--- config.mk ---
export PLATFORM = sky130hd
export DESIGN_NAME = otbn_pq_ctrlspr
export DESIGN_NICKNAME = d
export VERILOG_FILES = /design/src/rtl/otbn_pq_ctrlspr_pkg.sv /design/src/rtl/otbn_pq_ctrlspr_step.sv /design/src/rtl/otbn_pq_ctrlspr.sv
export SDC_FILE = /design/constraint.sdc
export NUM_CORES = 1
export LEC_CHECK = 0
export CAP_MARGIN = 20
export CORE_MARGIN = 3
export CORE_UTILIZATION = 50
export DETAILED_ROUTE_END_ITERATION = 6
export HOLD_SLACK_MARGIN = 0.02
export PLACE_DENSITY = 0.79
export SYNTH_ARGS = -nofsm -noshare
export SYNTH_HDL_FRONTEND = slang
export SYNTH_SLANG_ARGS = --single-unit
--- constraint.sdc ---
create_clock -name clk_i -period 20.3 [get_ports clk_i]
set_input_delay 2.03 -clock clk_i [delete_from_list [all_inputs] [get_ports clk_i]]
set_output_delay 2.03 -clock clk_i [all_outputs]
set_load 0.03 [all_outputs]
--- src/rtl/otbn_pq_ctrlspr_pkg.sv ---
// otbn_pq_ctrlspr_pkg: PQ control SPR addresses, step strobe bundle and Keccak lane limit
package otbn_pq_ctrlspr_pkg;
  typedef enum logic [7:0] {
    PQ_M    = 8'h00,
    PQ_J2   = 8'h01,
    PQ_J    = 8'h02,
    PQ_IDX0 = 8'h03,
    PQ_IDX1 = 8'h04,
    PQ_MODE = 8'h05,
    PQ_X    = 8'h06,
    PQ_Y    = 8'h07
  } pqctrlspr_e;

  typedef struct packed {
    logic sl_m;
    logic sl_j2;
    logic inc_j;
    logic inc_idx;
    logic set_idx;
    logic inc_x;
    logic inc_y;
  } ctrlspr_step_t;

  localparam logic [2:0] XyMax = 3'd4;
endpackage

--- src/rtl/otbn_pq_ctrlspr_step.sv ---
// otbn_pq_ctrlspr_step: next-value logic for the loop-step strobes
module otbn_pq_ctrlspr_step
  import otbn_pq_ctrlspr_pkg::*;
#(
  parameter int PqLen = 32
) (
  input  ctrlspr_step_t    step,
  input  logic [PqLen-1:0] m,
  input  logic [PqLen-1:0] j2,
  input  logic [PqLen-1:0] j,
  input  logic [PqLen-1:0] idx0,
  input  logic [PqLen-1:0] idx1,
  input  logic [2:0]       x,
  input  logic [2:0]       y,
  output logic [PqLen-1:0] m_n,
  output logic [PqLen-1:0] j2_n,
  output logic [PqLen-1:0] j_n,
  output logic [PqLen-1:0] idx0_n,
  output logic [PqLen-1:0] idx1_n,
  output logic [2:0]       x_n,
  output logic [2:0]       y_n
);
  always_comb begin
    m_n    = step.sl_m  ? m << 1 : m;
    j2_n   = step.sl_j2 ? j2 >> 1 : j2;
    j_n    = step.inc_j ? j + PqLen'(1) : j;
    idx0_n = step.set_idx ? j : step.inc_idx ? idx0 + PqLen'(1) : idx0;
    idx1_n = step.set_idx ? j + j2 : step.inc_idx ? idx1 + PqLen'(1) : idx1;
    x_n    = step.inc_x ? ((x >= XyMax) ? 3'd0 : x + 3'd1) : x;
    y_n    = step.inc_y ? ((y >= XyMax) ? 3'd0 : y + 3'd1) : y;
  end
endmodule

--- src/rtl/otbn_pq_ctrlspr.sv ---
// otbn_pq_ctrlspr: PQ control SPR file with software access and loop-step update engine
module otbn_pq_ctrlspr
  import otbn_pq_ctrlspr_pkg::*;
#(
  parameter int PqLen = 32
) (
  input  logic             clk_i,
  input  logic             rst_i,
  input  logic             state_reset_i,
  input  logic [7:0]       ctrlspr_addr_i,
  input  logic             ctrlspr_rd_i,
  input  logic             ctrlspr_wr_i,
  input  logic             ctrlspr_rs_i,
  input  logic [PqLen-1:0] ctrlspr_wdata_i,
  output logic [PqLen-1:0] ctrlspr_rdata_o,
  output logic             ctrlspr_rvalid_o,
  output logic             ctrlspr_err_o,
  input  logic             sl_m_i,
  input  logic             sl_j2_i,
  input  logic             inc_j_i,
  input  logic             inc_idx_i,
  input  logic             set_idx_i,
  input  logic             inc_x_i,
  input  logic             inc_y_i,
  output logic [PqLen-1:0] m_o,
  output logic [PqLen-1:0] j2_o,
  output logic [PqLen-1:0] j_o,
  output logic [PqLen-1:0] idx0_o,
  output logic [PqLen-1:0] idx1_o,
  output logic [PqLen-1:0] mode_o,
  output logic [2:0]       x_o,
  output logic [2:0]       y_o
);
  logic [1:0] nreq;
  logic multi, single, legal, sw_en;
  logic [7:0] sel;
  logic [7:0][PqLen-1:0] regs;
  logic [PqLen-1:0] cur, wv, m_n, j2_n, j_n, idx0_n, idx1_n;
  logic [2:0] x_n, y_n;
  ctrlspr_step_t step;

  assign nreq   = 2'(ctrlspr_rd_i) + 2'(ctrlspr_wr_i) + 2'(ctrlspr_rs_i);
  assign multi  = nreq > 2'd1;
  assign single = nreq == 2'd1;
  assign legal  = ctrlspr_addr_i <= PQ_Y;
  assign sw_en  = single && legal && !ctrlspr_rd_i;
  assign regs   = {PqLen'(y_o), PqLen'(x_o), mode_o, idx1_o, idx0_o, j_o, j2_o, m_o};
  assign cur    = regs[ctrlspr_addr_i[2:0]];
  assign wv     = ctrlspr_wr_i ? ctrlspr_wdata_i : cur | ctrlspr_wdata_i;
  // One-hot target of a software write; it overrides any strobe on that register only
  assign sel    = sw_en ? 8'b1 << ctrlspr_addr_i[2:0] : 8'b0;
  assign step   = '{sl_m: sl_m_i, sl_j2: sl_j2_i, inc_j: inc_j_i, inc_idx: inc_idx_i,
                    set_idx: set_idx_i, inc_x: inc_x_i, inc_y: inc_y_i};

  otbn_pq_ctrlspr_step #(.PqLen(PqLen)) u_step (
    .step   (step),
    .m      (m_o),
    .j2     (j2_o),
    .j      (j_o),
    .idx0   (idx0_o),
    .idx1   (idx1_o),
    .x      (x_o),
    .y      (y_o),
    .m_n    (m_n),
    .j2_n   (j2_n),
    .j_n    (j_n),
    .idx0_n (idx0_n),
    .idx1_n (idx1_n),
    .x_n    (x_n),
    .y_n    (y_n)
  );

  always_ff @(posedge clk_i or posedge rst_i) begin
    if (rst_i) begin
      {m_o, j2_o, j_o, idx0_o, idx1_o, mode_o, x_o, y_o} <= '0;
      {ctrlspr_rdata_o, ctrlspr_rvalid_o, ctrlspr_err_o} <= '0;
    end else if (state_reset_i) begin
      {m_o, j2_o, j_o, idx0_o, idx1_o, mode_o, x_o, y_o} <= '0;
      {ctrlspr_rdata_o, ctrlspr_rvalid_o, ctrlspr_err_o} <= '0;
    end else begin
      m_o              <= sel[0] ? wv : m_n;
      j2_o             <= sel[1] ? wv : j2_n;
      j_o              <= sel[2] ? wv : j_n;
      idx0_o           <= sel[3] ? wv : idx0_n;
      idx1_o           <= sel[4] ? wv : idx1_n;
      mode_o           <= sel[5] ? wv : mode_o;
      x_o              <= sel[6] ? wv[2:0] : x_n;
      y_o              <= sel[7] ? wv[2:0] : y_n;
      ctrlspr_rdata_o  <= (single && legal && !ctrlspr_wr_i) ? cur : '0;
      ctrlspr_rvalid_o <= single && (!legal || !ctrlspr_wr_i);
      ctrlspr_err_o    <= multi || (single && !legal);
    end
  end
endmodule
==> results of run 1 <==
metrics by stage:
stage	hold WS, ns	utilization
3_3_place_gp	0.4842	0.6166
3_5_place_dp	0.4996	0.6166
2_1_floorplan	0.6699	-
4_1_cts	0.5126	0.6501
6_report	0.5197	0.6515
5_1_grt	0.5397	0.6515
sequential cells by signal (all words and copies together), names as in the netlist:
| register | flops |
|---|---|
| m_o | 32 |
| ctrlspr_err_o | 1 |
| idx1_o | 32 |
| j_o | 32 |
| y_o | 3 |
| j2_o | 32 |
| idx0_o | 32 |
| ctrlspr_rvalid_o | 1 |
| mode_o | 32 |
| ctrlspr_rdata_o | 32 |
| x_o | 3 |
per-layer routing:
layer,part of all wire,track usage,vias up,wire length (um)
li1,-,-,6904,-
met1,0.39,0.4736,7760,23370
met2,0.45,0.5542,1098,26860
met3,0.12,0.08433,196,6966
met4,0.036,0.1237,6,2149
met5,0.00066,0,-,39
critical path: cells and delay by family:
family / cells / cell delay [ns]
AND/OR/NAND/NOR: 6 / 2.43
adder cells (fa/ha/maj): 1 / 0.52
buffers and inverters: 4 / 1.10
layout make-up:
cell class / count / area share
Multi-Input combinational cell: 1365 / 0.4622
Sequential cell: 232 / 0.2975
Timing Repair Buffer: 313 / 0.1570
Clock buffer: 36 / 0.03943
Tap cell: 390 / 0.02500
Clock inverter: 14 / 0.01199
Inverter: 34 / 0.006924
cell families after synthesis:
logic type / share of synthesized area
compound gates: 0.2582
simple gates: 0.1768
flops: 0.3774
buf+inv: 0.03945
xor+xnor: 0.05751
mux: 0.05718
fa+ha+maj: 0.03351
cell usage in the layout, fill, tap and decap left out, types with 9 or more instances in the layout:
cell | synthesis | layout
sky130_fd_sc_hd__inv_1 | 32 | 31
sky130_fd_sc_hd__a21oi_1 | 153 | 153
sky130_fd_sc_hd__a211oi_1 | 173 | 173
sky130_fd_sc_hd__nand2_1 | 123 | 123
sky130_fd_sc_hd__clkbuf_16 | 0 | 27
sky130_fd_sc_hd__xor2_1 | 37 | 37
sky130_fd_sc_hd__dfrtp_1 | 232 | 232
sky130_fd_sc_hd__o221ai_1 | 13 | 13
sky130_fd_sc_hd__xnor2_1 | 64 | 64
sky130_fd_sc_hd__a21o_1 | 18 | 18
sky130_fd_sc_hd__a22oi_1 | 28 | 28
sky130_fd_sc_hd__clkdlybuf4s50_1 | 0 | 278
sky130_fd_sc_hd__nand3_1 | 44 | 44
sky130_fd_sc_hd__nor3_1 | 18 | 18
sky130_fd_sc_hd__a22o_1 | 31 | 31
sky130_fd_sc_hd__o21ai_0 | 110 | 110
sky130_fd_sc_hd__nor2b_1 | 70 | 69
sky130_fd_sc_hd__buf_4 | 1 | 29
sky130_fd_sc_hd__and3_1 | 19 | 19
sky130_fd_sc_hd__mux4_2 | 9 | 9
sky130_fd_sc_hd__mux2_2 | 29 | 29
sky130_fd_sc_hd__and2_1 | 28 | 28
sky130_fd_sc_hd__ha_1 | 38 | 38
sky130_fd_sc_hd__or3_1 | 14 | 14
sky130_fd_sc_hd__o22ai_1 | 29 | 29
sky130_fd_sc_hd__nand4_1 | 27 | 27
sky130_fd_sc_hd__mux2i_1 | 35 | 35
sky130_fd_sc_hd__nor2_1 | 158 | 154
power by group through the flow:
stage | logic (W) | registers, W | clock network (W)
4_1_cts | 0.000112 | 0.000474 | 0.000556
3_3_place_gp | 0.000109 | 0.000483 | 0
3_5_place_dp | 0.000111 | 0.000483 | 0
2_1_floorplan | 0.0000584 | 0.000487 | 0
6_report | 0.000115 | 0.000475 | 0.000557
5_1_grt | 0.000122 | 0.000475 | 0.000576
worst max-delay path by stage:
stage                       from             to  slack, ns
floorplan                  rst_i  ctrlspr_err_o      11.91
global placement    ctrlspr_wr_i     idx0_o[24]      14.20
detailed placement  ctrlspr_wr_i     idx0_o[24]      13.95
CTS                 ctrlspr_wr_i     idx0_o[24]      14.48
global route        ctrlspr_wr_i     idx0_o[24]      14.38
finish              ctrlspr_wr_i     idx0_o[24]      14.63
==> impl_results.md, run 1 <==
* Routed Antenna Nets at 0
* Cell area after layout at between 0.015 and 0.02 mm2
* Net count of the mapped netlist at 1841
* End of the worst register-to-register path: idx0_o[24]
* Diode count at 0
* Most frequent cells after synthesis: sky130_fd_sc_hd__dfrtp_1 (232), sky130_fd_sc_hd__a211oi_1 (173), sky130_fd_sc_hd__nor2_1 (158), sky130_fd_sc_hd__a21oi_1 (153), sky130_fd_sc_hd__nand2_1 (123)
* Synthesized area per cell at 8.800 um2
* End point of the most critical hold path: mode_o[28]
* Finished Layout Cells at between 2000 and 2500
* Top post-synthesis cells by area: sky130_fd_sc_hd__dfrtp_1 (38%), sky130_fd_sc_hd__a211oi_1 (8.4%), sky130_fd_sc_hd__a21oi_1 (5.0%)
* Final max-slew violation count at 0
* Setup repair after global routing missed its margin: false
* CTS root buf: sky130_fd_sc_hd__clkbuf_16
* Register-to-Register Path Depth at 9
* Clock buffers created by TritonCTS at 27
* First-pass GRT wire length at around 90000 um
* DP Wirelength at 40310 um
* Fraction of final layout cells with drive strength greater than 1 at 0.07472
* Switching share of power at 0.2641
* Count of flip-flops with a built-in enable after synthesis at 0
* CP Class: input pin to register
* Rows at 63
* Final worst path period share at 0.2794
* Number of design rule violations left after detail routing at 0
* CP Cell Sequence: clkdlybuf4s50_1 > buf_4 > clkinv_1 > fa_1 > nor3b_1 > nand4_1 > or2_1 > buf_8 > nand2_1 > nor4_1 > or3_1
* Total number of yosys warnings at 0
* Post-detailed-routing wire length at between 50000 and 60000 um
* Transition time at the pin with the least slew margin at 1.129 ns
* Clock slew seen by the registers of the worst setup and hold paths at 0.06 ns
* Clock latency on the worst-skew pair at 0.56 ns
* Sequential cell fraction of total power at 0.414
* Worst path required time at between 20 and 25 ns
* Count of final hold-check violations at 0
* Growth of design area from synthesis to finish at 26.87%
* Total of fill cells in the finished design at between 2000 and 2500
* Cell count of the worst hold path at 2
* Hold path start: mode_o[28]
* Share of total power in the clock network at 0.486
* Number of instances in the synthesized netlist at around 1700
* Maximum resistive drop on vdd at 65.19 uV
* First drt pass iteration count at 6
* Combinational fraction of design power at 0.100
* Worst setup slack after layout at 14.63 ns
* Cell type contributing the most total cell area after synthesis: sky130_fd_sc_hd__dfrtp_1
* Maximum clock frequency at 0.1763 GHz
* Most instantiated flip-flop cell in the synthesis netlist: sky130_fd_sc_hd__dfrtp_1
* Footprint of the flip-flops and latches at 0.005806 mm2
* Post-placement cell area at 0.01847 mm2
* Overall power after layout at 0.001146 W
* Post-DR vias/cell at 6.696
* Cell-internal power at 0.0008435 W
* Setup tns final at 0 ns
* Number of antenna violations at the first check in global routing at 3
* Setup crit end kind: register
* Overall die area at ~0.033 mm2
* Number of setup violations in the final report at 0
* Synthesized cell area at 0.01538 mm2
* Outcome: completed
* Maximum buffer depth of the clock tree at 3
* Multi-input gate area at 0.009020 mm2
* Drt first-iter violations at 1889
* Worst slack, placed at around 14 ns
* Grt total ovfl at 0
* Number of buffers inserted by post-CTS setup repair at 0
* Setup skew after layout at 0.01222 ns
* Total vias in the final route at 15960
* FF-to-FF Start: idx0_o[2]
* CTS H-Tree Depth at 1
* Hold-fix buffers, CTS at 0
* Final worst path period need at 5.671 ns
* Max-cap violations at 0
* FF-to-FF setup slack at around 17 ns
* Sequential share of the synthesized area at 0.3774
* Wire length per cell at 24.91 um
* Maximum cell stage delay along the critical path at 0.62 ns
* Via count of the first global-routing pass at 15870
* Switching power of the nets at 0.0003027 W
* GRT Resource Usage Total at 0.3506
* Startpoint type of the worst setup path: input pin
* Worst slew margin relative to its limit at 0.2471
* CTS tree: built
* Core footprint at between 0.02 and 0.03 mm2
* Data arrival time at the worst-slack endpoint at just over 6 ns
* Count of clock tree sinks at 232
* Pin count of the biggest net entering global routing at 94
* Total power divided by cell area at 58.73 mW/mm2
* Slowest library cell on the worst path: sky130_fd_sc_hd__nand2_1
* Final RePlAce weighted congestion at 0.9608
* Port Buffers at about 280
* Placed Cells at 2332
* Fraction of registers with async set or reset after synthesis at 1.000
* Crit-path max FO at 18
* Width of the chip at 181.4 um
* Hold Crit Class: register to register
* Unique masters post-synth at 77
* Cell with the most instances after synthesis: sky130_fd_sc_hd__dfrtp_1
* Total Nets Final at about 2100
* I/O pin count at roughly 290
* Top cell type's share of synthesized area at 0.3774
* Synthesized flop and latch total at 232
* Die Span Y at 181.4 um
* Post-cts repair resize count at 0
* Starting Density at 0.5135
* Static leakage at 7.834 nW
Note: power is estimated with default switching activity, not from simulation.
==> inputs of run 2 (changes only) <==
==> constraint.sdc (replaced) <==
create_clock -name clk_i -period 5.9 [get_ports clk_i]
set_input_delay 0.59 -clock clk_i [delete_from_list [all_inputs] [get_ports clk_i]]
set_output_delay 0.59 -clock clk_i [all_outputs]
set_load 0.03 [all_outputs]
==> run 2 against run 1 <==
- final cell count is 0.13% higher
- design area is 0.28% lower
- clock power grew to 3.2 times the previous value
- utilization is 0.18 points lower
- register-to-register slack worse by 14 ns
- critical endpoint is now idx1_o[21]
- sequential power grew to 3.4 times the previous value
- clock skew is 0.0089 ns higher
- sequential cell count stayed put
- largest power group unchanged
- total power grew to 3.3 times the previous value
==> impl_results.md, run 2 (synthesis gave the netlist of run 1 again) <==
* Outcome: completed
* Fraction of final layout cells with drive strength greater than 1 at 0.07611 (+0.001390)
* Diode count at 0 (unchanged)
* Setup tns final at 0 ns (unchanged)
* Maximum clock frequency at 0.2435 GHz
* CTS root buf: sky130_fd_sc_hd__clkbuf_16
* Worst slack, placed at 1.401 ns (-12.55 ns)
* Placed Cells at 2339 (+0.30%)
* Die Span Y at 181.4 um (unchanged)
* First-pass GRT wire length at 91730 um (-0.71%)
* End point of the most critical hold path: mode_o[7]
* Static leakage at 7.812 nW (-0.28%)
* Maximum buffer depth of the clock tree at 3 (unchanged)
* Growth of design area from synthesis to finish at 26.51%
* Final worst path period need at 4.107 ns
* Hold Crit Class: register to register
* Maximum resistive drop on vdd at 213.8 uV (+230%)
* Hold path start: mode_o[7]
* FF-to-FF Start: j_o[16]
* Total of fill cells in the finished design at 2519 (+2.4%)
* Rows at 63 (unchanged)
* Drt first-iter violations at 2005 (+6.1%)
* Overall die area at 0.03291 mm2 (unchanged)
* Post-DR vias/cell at 6.634 (-0.93%)
* Clock latency on the worst-skew pair at 0.55 ns (about the same)
* Worst setup slack after layout at 1.793 ns (-12.84 ns)
* Post-cts repair resize count at 0 (unchanged)
* CTS H-Tree Depth at 1 (unchanged)
* Cell area after layout at 0.01946 mm2 (-0.28%)
* Total Nets Final at 2071 (+0.24%)
* CP Class: input pin to register
* Hold-fix buffers, CTS at 0 (unchanged)
* Number of antenna violations at the first check in global routing at 1 (-2)
* Wire length per cell at 25.12 um (+0.85%)
* Grt total ovfl at 0 (unchanged)
* DP Wirelength at 41130 um (+2.0%)
* Number of setup violations in the final report at 0 (unchanged)
* Total vias in the final route at 15840 (-0.81%)
* Clock buffers created by TritonCTS at 26 (-3.7%)
* Startpoint type of the worst setup path: input pin
* Cell count of the worst hold path at 2 (unchanged)
* Core footprint at 0.02995 mm2 (unchanged)
* Routed Antenna Nets at 0 (unchanged)
* Leading cell types in the layout, fill and taps excluded: sky130_fd_sc_hd__clkdlybuf4s50_1 (278), sky130_fd_sc_hd__dfrtp_1 (232), sky130_fd_sc_hd__a211oi_1 (173)
* End of the worst register-to-register path: idx1_o[31]
* Commonest non-fill, non-tap cell in the layout: sky130_fd_sc_hd__clkdlybuf4s50_1
* Setup crit end kind: register
* Finished Layout Cells at 2387 (+0.13%)
* Count of clock tree sinks at 232 (unchanged)
* Transition time at the pin with the least slew margin at 1.043 ns (-0.08662 ns)
* Max-cap violations at 0 (unchanged)
* Final RePlAce weighted congestion at 0.9814 (+2.1%)
* Total power divided by cell area at 195.4 mW/mm2 (+230%)
* Width of the chip at 181.4 um (unchanged)
* Worst path required time at 6.30 ns (-14.43 ns)
* Post-detailed-routing wire length at 59960 um (+0.98%)
* Crit-path max FO at 17 (-1)
* Number of design rule violations left after detail routing at 0 (unchanged)
* FF-to-FF setup slack at 2.70 ns (-14.33 ns)
* Port Buffers at 284 (unchanged)
* Count of final hold-check violations at 0 (unchanged)
* Post-placement cell area at 0.01852 mm2 (+0.28%)
* Register-to-Register Path Depth at 10 (+1)
* Starting Density at 0.5135 (unchanged)
* Setup repair after global routing missed its margin: false
* Clock slew seen by the registers of the worst setup and hold paths at 0.07 ns (about the same)
* Setup skew after layout at 0.02114 ns (+0.008913 ns)
* CTS tree: built
* Final max-slew violation count at 0 (unchanged)
* I/O pin count at 285 (unchanged)
* Data arrival time at the worst-slack endpoint at 4.51 ns (-1.60 ns)
* Pin count of the biggest net entering global routing at 142 (+51%)
* Final worst path period share at 0.6961
* First drt pass iteration count at 5 (-1)
* Via count of the first global-routing pass at 15300 (-3.6%)
* Number of buffers inserted by post-CTS setup repair at 0 (unchanged)
* Share of the core filled with cells at 0.6497 (-0.001838)
* GRT Resource Usage Total at 0.3505 (about the same)
* Worst slew margin relative to its limit at 0.3049 (+0.05775)
## run 2: cell count changes in the layout (fill, tap and decap cells not counted)
| cell | change |
|---|---|
| sky130_fd_sc_hd__buf_4 | +6 |
| sky130_fd_sc_hd__buf_12 | +2 |
| sky130_fd_sc_hd__bufinv_16 | -2 |
| sky130_fd_sc_hd__clkinv_2 | +2 |
| sky130_fd_sc_hd__clkinvlp_4 | +2 |
| sky130_fd_sc_hd__inv_8 | -2 |
| sky130_fd_sc_hd__buf_16 | -1 |
| sky130_fd_sc_hd__buf_8 | -1 |
| sky130_fd_sc_hd__clkbuf_8 | -1 |
| sky130_fd_sc_hd__clkinv_4 | -1 |
| sky130_fd_sc_hd__inv_6 | -1 |
| sky130_fd_sc_hd__nor4_2 | +1 |
| sky130_fd_sc_hd__nor4_4 | -1 |
## run 2: where the power goes
group          switching [W]  total [W]  internal, W
registers          0.0000294    0.00163      0.00160
clock network       0.000701    0.00177      0.00107
logic               0.000280   0.000401     0.000120
## run 2: layout make-up
| type | count | area (um2) | share of cell area |
|---|---|---|---|
| well taps | 390 | 488.0 | 0.02508 |
| multi-input cells | 1365 | 9011 | 0.4631 |
| flip-flops and latches | 232 | 5806 | 0.2983 |
| inverters | 34 | 131.4 | 0.006751 |
| repair buffers | 319 | 3105 | 0.1596 |
| clock inverters | 12 | 162.7 | 0.008359 |
| clock buffers | 35 | 755.7 | 0.03883 |
## run 2: critical path, cell delays in order
cell and delay [ns]:
sky130_fd_sc_hd__clkdlybuf4s50_1 0.46, sky130_fd_sc_hd__buf_4 0.22, sky130_fd_sc_hd__clkinv_1 0.14, sky130_fd_sc_hd__fa_1 0.50, sky130_fd_sc_hd__nor3b_1 0.29, sky130_fd_sc_hd__nand4_1 0.26, sky130_fd_sc_hd__or3_1 0.68, sky130_fd_sc_hd__nand2_2 0.41
sky130_fd_sc_hd__nor2_1 0.16, sky130_fd_sc_hd__nand2_2 0.22, sky130_fd_sc_hd__nor2_1 0.07, sky130_fd_sc_hd__a2111oi_0 0.35, sky130_fd_sc_hd__o21ai_0 0.15
## run 2: metal layers
layer / GRT usage / vias to the layer above / part of all wire
met5: 0 / - / 0.00038
li1: - / 6940 / -
met3: 0.08914 / 147 / 0.12
met4: 0.1079 / 4 / 0.033
met2: 0.5414 / 1028 / 0.45
met1: 0.4882 / 7716 / 0.40
## run 2: how the worst max path moves through the flow
stage / endpoint / startpoint / depth (start not counted) / slack, ns
detailed placement: idx1_o[21] / ctrlspr_wr_i / 13 / 1.40
global route: idx1_o[21] / ctrlspr_wr_i / 13 / 1.38
global placement: idx1_o[21] / ctrlspr_wr_i / 13 / 1.55
floorplan: ctrlspr_err_o / rst_i / 1 / 2.27
finish: idx1_o[21] / ctrlspr_wr_i / 13 / 1.79
CTS: idx1_o[21] / ctrlspr_wr_i / 13 / 1.90
## run 2: stage by stage
| stage | power, W | hold slack, ns |
|---|---|---|
| floorplan | 0.001877 | 0.6699 |
| global placement | 0.002043 | 0.4902 |
| detailed placement | 0.002048 | 0.4998 |
| CTS | 0.003792 | 0.5145 |
| global route | 0.003888 | 0.5447 |
| finish | 0.003803 | 0.5166 |
